--- config.mk ---
export PLATFORM = sky130hd
export DESIGN_NAME = ted_multimode_flat
export DESIGN_NICKNAME = d
export VERILOG_FILES = /design/src/rtl/ted_multimode_if.sv /design/src/rtl/ted_multimode.sv /design/src/flat_wrapper.sv
export SDC_FILE = /design/constraint.sdc
export NUM_CORES = 2
export LEC_CHECK = 0
export ABC_AREA = 1
export BUFFER_PORTS_ARGS = -buffer_cell sky130_fd_sc_hd__buf_2
export CORE_MARGIN = 5
export CORE_UTILIZATION = 26
export DETAILED_ROUTE_END_ITERATION = 7
export MAX_ROUTING_LAYER = met4
export PLACE_DENSITY = 0.51
export SYNTH_ARGS = -nofsm -noshare
export SYNTH_HDL_FRONTEND = slang
export SYNTH_SLANG_ARGS = --single-unit
--- constraint.sdc ---
create_clock -name clk -period 21.5 [get_ports clk]
set_input_delay 1.075 -clock clk [delete_from_list [all_inputs] [get_ports clk]]
set_output_delay 1.075 -clock clk [all_outputs]
set_load 0.005 [all_outputs]
--- src/rtl/ted_multimode_if.sv ---
// Sample/strobe input bus and timing-error output bus of the symbol timing error detector.
interface ted_multimode_if #(
    parameter int DATA_WIDTH = 16,
    parameter int OUT_WIDTH  = 16
);
    logic                          valid_in;
    logic                          strobe_in;
    logic [1:0]                    mode;
    logic signed [DATA_WIDTH-1:0]  I_in;
    logic signed [DATA_WIDTH-1:0]  Q_in;
    logic signed [OUT_WIDTH-1:0]   e_k;
    logic                          ted_valid;
    logic                          sat_flag;

    modport master (
        output valid_in, strobe_in, mode, I_in, Q_in,
        input  e_k, ted_valid, sat_flag
    );

    modport slave (
        input  valid_in, strobe_in, mode, I_in, Q_in,
        output e_k, ted_valid, sat_flag
    );
endinterface

--- src/rtl/ted_multimode.sv ---
// Symbol timing error detector: zero-crossing or Gardner, real or complex input,
// 2 samples/symbol, registered and saturated error with a one-cycle valid pulse.
module ted_multimode #(
    parameter int DATA_WIDTH = 16,
    parameter int OUT_WIDTH  = 16,
    parameter int GSHIFT     = 15
) (
    input logic            clk,
    input logic            rst,
    ted_multimode_if.slave bus
);
    // Common working width: wide enough for the complex Gardner sum, which dominates.
    localparam int WW = 2 * DATA_WIDTH + 2;

    function automatic logic signed [WW-1:0] sext_f(input logic signed [DATA_WIDTH-1:0] x);
        return {{(WW - DATA_WIDTH){x[DATA_WIDTH-1]}}, x};
    endfunction

    function automatic logic signed [WW-1:0] sgn_f(input logic signed [DATA_WIDTH-1:0] x);
        logic signed [WW-1:0] r;
        if (x == {DATA_WIDTH{1'b0}}) begin
            r = {WW{1'b0}};
        end else if (x[DATA_WIDTH-1]) begin
            r = {WW{1'b1}};
        end else begin
            r = {{(WW - 1){1'b0}}, 1'b1};
        end
        return r;
    endfunction

    // Returns {clipped, value}.
    function automatic logic [OUT_WIDTH:0] sat_f(input logic signed [WW-1:0] x);
        logic signed [WW-1:0] max_v;
        logic signed [WW-1:0] min_v;
        logic [OUT_WIDTH:0]   r;
        max_v = {{(WW - OUT_WIDTH + 1){1'b0}}, {(OUT_WIDTH - 1){1'b1}}};
        min_v = {{(WW - OUT_WIDTH + 1){1'b1}}, {(OUT_WIDTH - 1){1'b0}}};
        if (x > max_v) begin
            r = {1'b1, 1'b0, {(OUT_WIDTH - 1){1'b1}}};
        end else if (x < min_v) begin
            r = {1'b1, 1'b1, {(OUT_WIDTH - 1){1'b0}}};
        end else begin
            r = {1'b0, x[OUT_WIDTH-1:0]};
        end
        return r;
    endfunction

    logic signed [DATA_WIDTH-1:0] i_d1_r, i_d2_r, q_d1_r, q_d2_r;
    logic [1:0]                   fill_r;
    logic [1:0]                   mode_r;
    logic signed [OUT_WIDTH-1:0]  e_k_r;
    logic                         ted_valid_r;
    logic                         sat_r;

    logic                         mode_chg_s, emit_s, gardner_s, complex_s;
    logic signed [WW-1:0]         e_i_s, e_q_s, sum_s, raw_s;
    logic [OUT_WIDTH:0]           sat_s;

    // Error term for the current sample against the midpoint and previous symbol.
    always_comb begin
        gardner_s  = mode_r[1];
        complex_s  = mode_r[1] ^ mode_r[0];
        e_i_s      = {WW{1'b0}};
        e_q_s      = {WW{1'b0}};
        sum_s      = {WW{1'b0}};
        raw_s      = {WW{1'b0}};
        if (gardner_s) begin
            e_i_s = sext_f(i_d1_r) * (sext_f(i_d2_r) - sext_f(bus.I_in));
            e_q_s = sext_f(q_d1_r) * (sext_f(q_d2_r) - sext_f(bus.Q_in));
        end else begin
            e_i_s = sext_f(i_d1_r) * (sgn_f(bus.I_in) - sgn_f(i_d2_r));
            e_q_s = sext_f(q_d1_r) * (sgn_f(bus.Q_in) - sgn_f(q_d2_r));
        end
        if (complex_s) begin
            sum_s = e_i_s + e_q_s;
        end else begin
            sum_s = e_i_s;
        end
        if (gardner_s) begin
            raw_s = sum_s >>> GSHIFT;
        end else begin
            raw_s = sum_s;
        end
        sat_s      = sat_f(raw_s);
        mode_chg_s = (bus.mode != mode_r);
        emit_s     = bus.valid_in & bus.strobe_in & (fill_r == 2'd2) & ~mode_chg_s;
    end

    // History, fill tracking, mode flush and registered error output.
    always_ff @(posedge clk) begin
        if (rst) begin
            i_d1_r      <= {DATA_WIDTH{1'b0}};
            i_d2_r      <= {DATA_WIDTH{1'b0}};
            q_d1_r      <= {DATA_WIDTH{1'b0}};
            q_d2_r      <= {DATA_WIDTH{1'b0}};
            fill_r      <= 2'd0;
            mode_r      <= 2'b00;
            e_k_r       <= {OUT_WIDTH{1'b0}};
            ted_valid_r <= 1'b0;
            sat_r       <= 1'b0;
        end else begin
            ted_valid_r <= emit_s;
            sat_r       <= emit_s & sat_s[OUT_WIDTH];
            if (emit_s) begin
                e_k_r <= sat_s[OUT_WIDTH-1:0];
            end else begin
                e_k_r <= e_k_r;
            end
            if (bus.valid_in) begin
                i_d2_r <= i_d1_r;
                i_d1_r <= bus.I_in;
                q_d2_r <= q_d1_r;
                q_d1_r <= bus.Q_in;
            end else begin
                i_d2_r <= i_d2_r;
                i_d1_r <= i_d1_r;
                q_d2_r <= q_d2_r;
                q_d1_r <= q_d1_r;
            end
            // A mode change discards history; a sample arriving with it counts as the first.
            if (mode_chg_s) begin
                mode_r <= bus.mode;
                fill_r <= bus.valid_in ? 2'd1 : 2'd0;
            end else if (bus.valid_in && (fill_r != 2'd2)) begin
                mode_r <= mode_r;
                fill_r <= fill_r + 2'd1;
            end else begin
                mode_r <= mode_r;
                fill_r <= fill_r;
            end
        end
    end

    assign bus.e_k       = e_k_r;
    assign bus.ted_valid = ted_valid_r;
    assign bus.sat_flag  = sat_r;
endmodule

--- src/flat_wrapper.sv ---
// flat-port wrapper written by rule: the top's interface ports become plain ports
module ted_multimode_flat 
#(
    parameter int DATA_WIDTH = 16,
    parameter int OUT_WIDTH  = 16,
    parameter int GSHIFT     = 15
)
  (clk, rst, bus_valid_in, bus_strobe_in, bus_mode, bus_I_in, bus_Q_in, bus_e_k, bus_ted_valid, bus_sat_flag);
  ted_multimode_if #(.DATA_WIDTH(DATA_WIDTH), .OUT_WIDTH(OUT_WIDTH)) bus_i ();
  input logic clk;
  input logic rst;
  input wire logic [$bits(bus_i.valid_in)-1:0] bus_valid_in;
  input wire logic [$bits(bus_i.strobe_in)-1:0] bus_strobe_in;
  input wire logic [$bits(bus_i.mode)-1:0] bus_mode;
  input wire logic [$bits(bus_i.I_in)-1:0] bus_I_in;
  input wire logic [$bits(bus_i.Q_in)-1:0] bus_Q_in;
  output wire logic [$bits(bus_i.e_k)-1:0] bus_e_k;
  output wire logic [$bits(bus_i.ted_valid)-1:0] bus_ted_valid;
  output wire logic [$bits(bus_i.sat_flag)-1:0] bus_sat_flag;
  assign bus_i.valid_in = bus_valid_in;
  assign bus_i.strobe_in = bus_strobe_in;
  assign bus_i.mode = bus_mode;
  assign bus_i.I_in = bus_I_in;
  assign bus_i.Q_in = bus_Q_in;
  assign bus_e_k = bus_i.e_k;
  assign bus_ted_valid = bus_i.ted_valid;
  assign bus_sat_flag = bus_i.sat_flag;
  ted_multimode #(.DATA_WIDTH(DATA_WIDTH), .OUT_WIDTH(OUT_WIDTH), .GSHIFT(GSHIFT)) u_core (.clk(clk), .rst(rst), .bus(bus_i));
endmodule
Word-level counts from Yosys, hierarchy flattened
Cells that the tools add are included.
Operators by class
  add/subtract/negate cells: 6
  multiply operators: 4
  order comparisons: 2
  equality and inequality tests: 3
  muxes and demuxes: 21
  bitwise logic cells: 6
  reduce and logical (&&, ||, !) cells: 6
Operators with widths (count)
  34-bit 2-to-1 mux: 15
  16-bit by 34-bit multiplier with 34-bit output: 2
  34-bit subtractor: 2
  16-bit by 17-bit multiplier with 33-bit output: 2
  16-bit logical NOT: 4
  34-bit adder: 1
  34-bit by 16-bit greater-than comparator with 1-bit output, second input constant: 1
  34-bit by 16-bit < comparator with 1-bit output, second input constant: 1
  17-bit 2-to-1 mux: 2
  16-bit by 16-bit subtractor with 17-bit output: 2
  33-bit 2-to-1 mux: 1
  1-bit AND: 4
  2-bit 2-to-1 mux: 2
  2-bit by 1-bit adder with 2-bit output, second input constant: 1
  2-bit == test, second input constant: 1
  2-bit inequality test: 1
  2-bit inequality test, second input constant: 1
  2-bit nonzero test: 1
  1-bit logical AND: 1
  1-bit 2-to-1 mux: 1
  1-bit inverter: 1
  1-bit XOR: 1
Word-level totals
  bits in registers: 86
  input port bits: 38
  output and inout port bits: 18
  logic and storage cells: 57

Depth between registers and ports, before layout
  depth in word-level cells: 13
  gate-level depth with buffers: 69

Worst setup path before layout
No wires, ideal clock.
  kind: input to register
  start point: input bus_Q_in[7]
  end point: register u_core.e_k_r[10], in the netlist u_core.bus.e_k[10]
  library setup time: 0.109 ns
  arrival: 11.022 ns
  required time: 21.391 ns
  setup slack: 10.369 ns
  stages: 53
  path buffers: 2
  cells stage by stage: inv_1 > nand4_1 > nor4_1 > ha_1 > inv_1 > fa_1 > fa_1 > fa_1 > inv_1 > fa_1 > clkbuf_1 > inv_1 > nand2_1 > fa_1 > fa_1 > fa_1 > inv_1 > fa_1 > [17 not listed] > ha_1 > inv_1 > nor3_1 > inv_1 > o221a_2 > nand2_1 > nand2_1 > nand3_1 > nand2_1 > nand2_1 > o21ai_0 > nor2_1 > nand2_1 > nand2_4 > buf_12 > nand3_2 > nand2_1 > inv_1
On the way
  cells in the longest elaborated chain, start to end: 12
  elaborated cells between the ends (all ways): 15
  classes of those cells: add/sub (3); mul (2); order compare (2); mux (7); reduce/logical (1)
RTL lines
  start: declaration: line flat_wrapper.sv:16  | input wire logic [$bits(bus_i.Q_in)-1:0] bus_Q_in;
  16-bit logical NOT: line ted_multimode.sv:21  | if (x == {DATA_WIDTH{1'b0}}) begin
  34-bit 2-to-1 mux: line ted_multimode.sv:21
  34-bit 2-to-1 mux: line ted_multimode.sv:67  | if (gardner_s) begin
  34-bit subtractor: line ted_multimode.sv:72  | e_q_s = sext_f(q_d1_r) * (sgn_f(bus.Q_in) - sgn_f(q_d2_r));
  16-bit by 34-bit multiplier with 34-bit output: line ted_multimode.sv:72
  34-bit 2-to-1 mux (*): line ted_multimode.sv:67
  34-bit adder (*): line ted_multimode.sv:75  | sum_s = e_i_s + e_q_s;
  34-bit 2-to-1 mux (*): line ted_multimode.sv:74  | if (complex_s) begin
  33-bit 2-to-1 mux: line ted_multimode.sv:79  | if (gardner_s) begin
  34-bit by 16-bit < comparator with 1-bit output: line ted_multimode.sv:40  | end else if (x < min_v) begin
  17-bit 2-to-1 mux: line ted_multimode.sv:40
  17-bit 2-to-1 mux (*): line ted_multimode.sv:38  | if (x > max_v) begin
  end signal: assignment: line ted_multimode.sv:98  | e_k_r <= {OUT_WIDTH{1'b0}};
  end signal: assignment: line ted_multimode.sv:105  | e_k_r <= sat_s[OUT_WIDTH-1:0];
  end signal: assignment: line ted_multimode.sv:107  | e_k_r <= e_k_r;
  end: declaration: line ted_multimode.sv:51  | logic signed [OUT_WIDTH-1:0] e_k_r;
Every way passes the cells marked *; elsewhere a longest branch is shown, timed or not. The select of a mux whose other input is x is not followed.
A chain may end at the register's enable or synchronous reset.

Worst setup path in the final report
  start point: input bus_Q_in[0]
  end point: register u_core.e_k_r[0], in the netlist u_core.bus.e_k[0]
The elaborated chain is that of the path after synthesis.

==> run metrics <==
outcome complete, no violations; Yosys Warn Count 0; GRT Overall Usage 18.6%; layout cell share with drive strength beyond 1 4.28%; Final Hold Fails 0; row count 164; CP required 21.83 ns; DRC 0; crit-path max FO 16; hold crit path type reg -> reg; largest net degree at the start of global routing 81; minimum clock period 12.85 ns; final period utilization 59.7%; IO buf count 55; R2R depth 64; antenna-violating nets left 0; first-pass GRT wire length 285,000 µm; Clock transition at path regs 0.10 ns; die span in y 458 µm; Max-cap violations 0; Hold Crit Depth 2; drt pass-1 iters 6; Levels on crit path 64; Setup Buffers After CTS 0; clk_skew 0.0354 ns; setup_tns 0 ns; die width 458 µm; # hold bufs at CTS 0; post-synth cell types 62; total congestion overflow 0; Worst path most repeated cell nand2_1; Vias/cell 4.65; Area growth, synth to finish 7.15%; H-tree depth 3; Worst-Skew Late Latency 0.45 ns; number of synthesized register bits 86; TritonCTS Buffers 9; Setup violations, final 0; syn_nets 8,281; crit path capture type register; fmax 77.8 MHz; wire length per cell 20.4 µm; HPWL after DPL 162,000 µm; Arrival @ worst endpoint 13.17 ns; area of the core 199,000 µm²; CP max stage cell fa_1; CP peak stage delay 0.56 ns; vias 43,057; Worst setup SP type primary input; CP delay by family, top simple AND/OR/NAND/NOR gates; CTS resizes 0; asr flop ratio synth 0%; Tightest Pin Transition 1.14 ns; unrepaired setup endpoints after global routing no; top_reg_cell synth dfxtp_1; full die area 209,000 µm²; final RePlAce weighted congestion 1.00; Mapped Avg Cell Area 7.88 µm²; 1st-iter DRT viols 3,773; sequential share of the synthesized area 3.30%; top-level I/O count 56; Gate Count Post-Synth 6,614; WL final 189,000 µm; worst path bufs/invs 11; Post-synth EDFFs 0; Mapped Area 52,100 µm²; CTS tree done; max-slew violations 0; vias in the first global route 44,640; nets 8,253; clk sinks 86; CTS Buffer Depth 2; CTS root buffer clkbuf_16; initial antenna violation count 3; slew margin rel. 23.6%; kind of critical path in -> reg; Starting Density 26.1%
cells in the final DEF (no fill, tap or decap), types with 5 or more instances in the layout:
cell type and instances:
a21o_1 16, a21oi_1 277, a31oi_1 8, and2_1 13, buf_2 54, buf_4 67
clkbuf_16 9, clkinv_1 26, dfxtp_1 85, fa_1 1203, ha_1 426, inv_1 1798
inv_2 26, nand2_1 1202, nand2_2 23, nand3_1 224, nand3_2 14, nand3b_1 10
nand4_1 43, nor2_1 560, nor2_2 8, nor3_1 31, nor4_1 13, o211ai_1 5
o21a_1 20, o21ai_0 161, o21ai_1 16, o21bai_1 23, o221ai_1 13, or2_1 8
or2_2 54, xnor2_1 49, xor2_1 45
metal layers:
metal  track usage [%]  wire, µm
met5                 -         0
met2              28.9     86100
met3              2.70     13300
met4              5.60      6520
met1              25.1     83200
per-stage QoR:
stage | instances | cell area (µm²) | hold WS [ns] | worst slack (ns) | util (%)
floorplan | 6614 | 52100 | 0.451 | 10.37 | -
global placement | 9231 | 55500 | 0.459 | 8.50 | 27.8
detailed placement | 9231 | 55500 | 0.462 | 8.35 | 27.8
CTS | 9247 | 55800 | 0.477 | 8.79 | 28.0
global route | 9250 | 55800 | 0.509 | 7.78 | 28.0
finish | 9251 | 55800 | 0.482 | 8.65 | 28.0
tightest hold or removal path, stage by stage (launching register included):
cell and delay (ns):
dfxtp_1 0.32, nand2_1 0.06, a21oi_1 0.06
area by class of cell:
type | instances | area [µm²]
Antenna cell | 4 | 10.0
Clock buffer | 9 | 225
Clock inverter | 7 | 75.1
Fill cell | 21850 | 144000
Inverter | 1852 | 6960
Multi-Input combinational cell | 4516 | 42700
Sequential cell | 86 | 1730
Tap cell | 2656 | 3320
Timing Repair Buffer | 121 | 773
Yosys cell counts, types with 4 or more instances:
cell / instances / area [µm²]
inv_1: 1800 / 6760
xnor2_1: 50 / 438
dfxtp_1: 86 / 1720
xor2_1: 45 / 394
nand4_1: 43 / 269
nand3_2: 14 / 140
nand2_1: 1202 / 4510
and2_1: 13 / 81.3
o22ai_1: 4 / 25.0
a31oi_1: 8 / 50.1
or2_2: 54 / 338
a21o_1: 16 / 120
nor2_2: 8 / 50.1
o211ai_1: 5 / 37.5
o21ai_0: 161 / 806
a21oi_2: 4 / 35.0
mux2i_1: 4 / 40.0
ha_1: 426 / 5330
a21oi_1: 277 / 1390
nand2_2: 23 / 144
o21bai_1: 23 / 173
nor4_1: 14 / 87.6
clkinv_1: 26 / 97.6
clkbuf_1: 121 / 454
buf_1: 7 / 26.3
nor3_1: 31 / 155
buf_2: 13 / 65.1
fa_1: 1203 / 24100
or2_1: 8 / 50.1
nand3_1: 224 / 1120
inv_2: 24 / 90.1
buf_4: 14 / 105
o21ai_1: 16 / 80.1
o21a_1: 20 / 150
nand3b_1: 10 / 75.1
a211oi_1: 4 / 30.0
nor2_1: 560 / 2100
o221ai_1: 13 / 114
cell families (layout without fill, tap and decap cells):
family | count (synthesis) | after routing | synth area share (%)
simple gates | 2214 | 2214 | 17.7
flops | 86 | 86 | 3.30
other cells | 0 | 4 | 0
buf+inv | 2012 | 1989 | 14.7
mux | 4 | 4 | 0.0769
xor+xnor | 98 | 98 | 1.69
compound gates | 571 | 571 | 6.10
fa+ha+maj | 1629 | 1629 | 56.5
worst paths after layout:
check / from / slack, ns / end
worst max register to register: u_core.q_d2_r[0] / 9.01 / u_core.bus.e_k[0]
worst min-delay path: u_core.bus.e_k[15] / 0.48 / u_core.bus.e_k[15]
worst max-delay path: bus_Q_in[0] / 8.65 / u_core.bus.e_k[0]
worst min register to register: u_core.bus.e_k[15] / 0.48 / u_core.bus.e_k[15]
sequential cells by signal, indices dropped and copies added (netlist names):
signal	count
u_core.bus.e_k	16
u_core.bus.sat_flag	1
u_core.bus.ted_valid	1
u_core.fill_r	2
u_core.i_d1_r	16
u_core.i_d2_r	16
u_core.mode_r	2
u_core.q_d1_r	16
u_core.q_d2_r	16
Power is left out: the tool's default activity adds up to more than one toggle a clock period on the data nets, which glitch-free logic cannot reach.
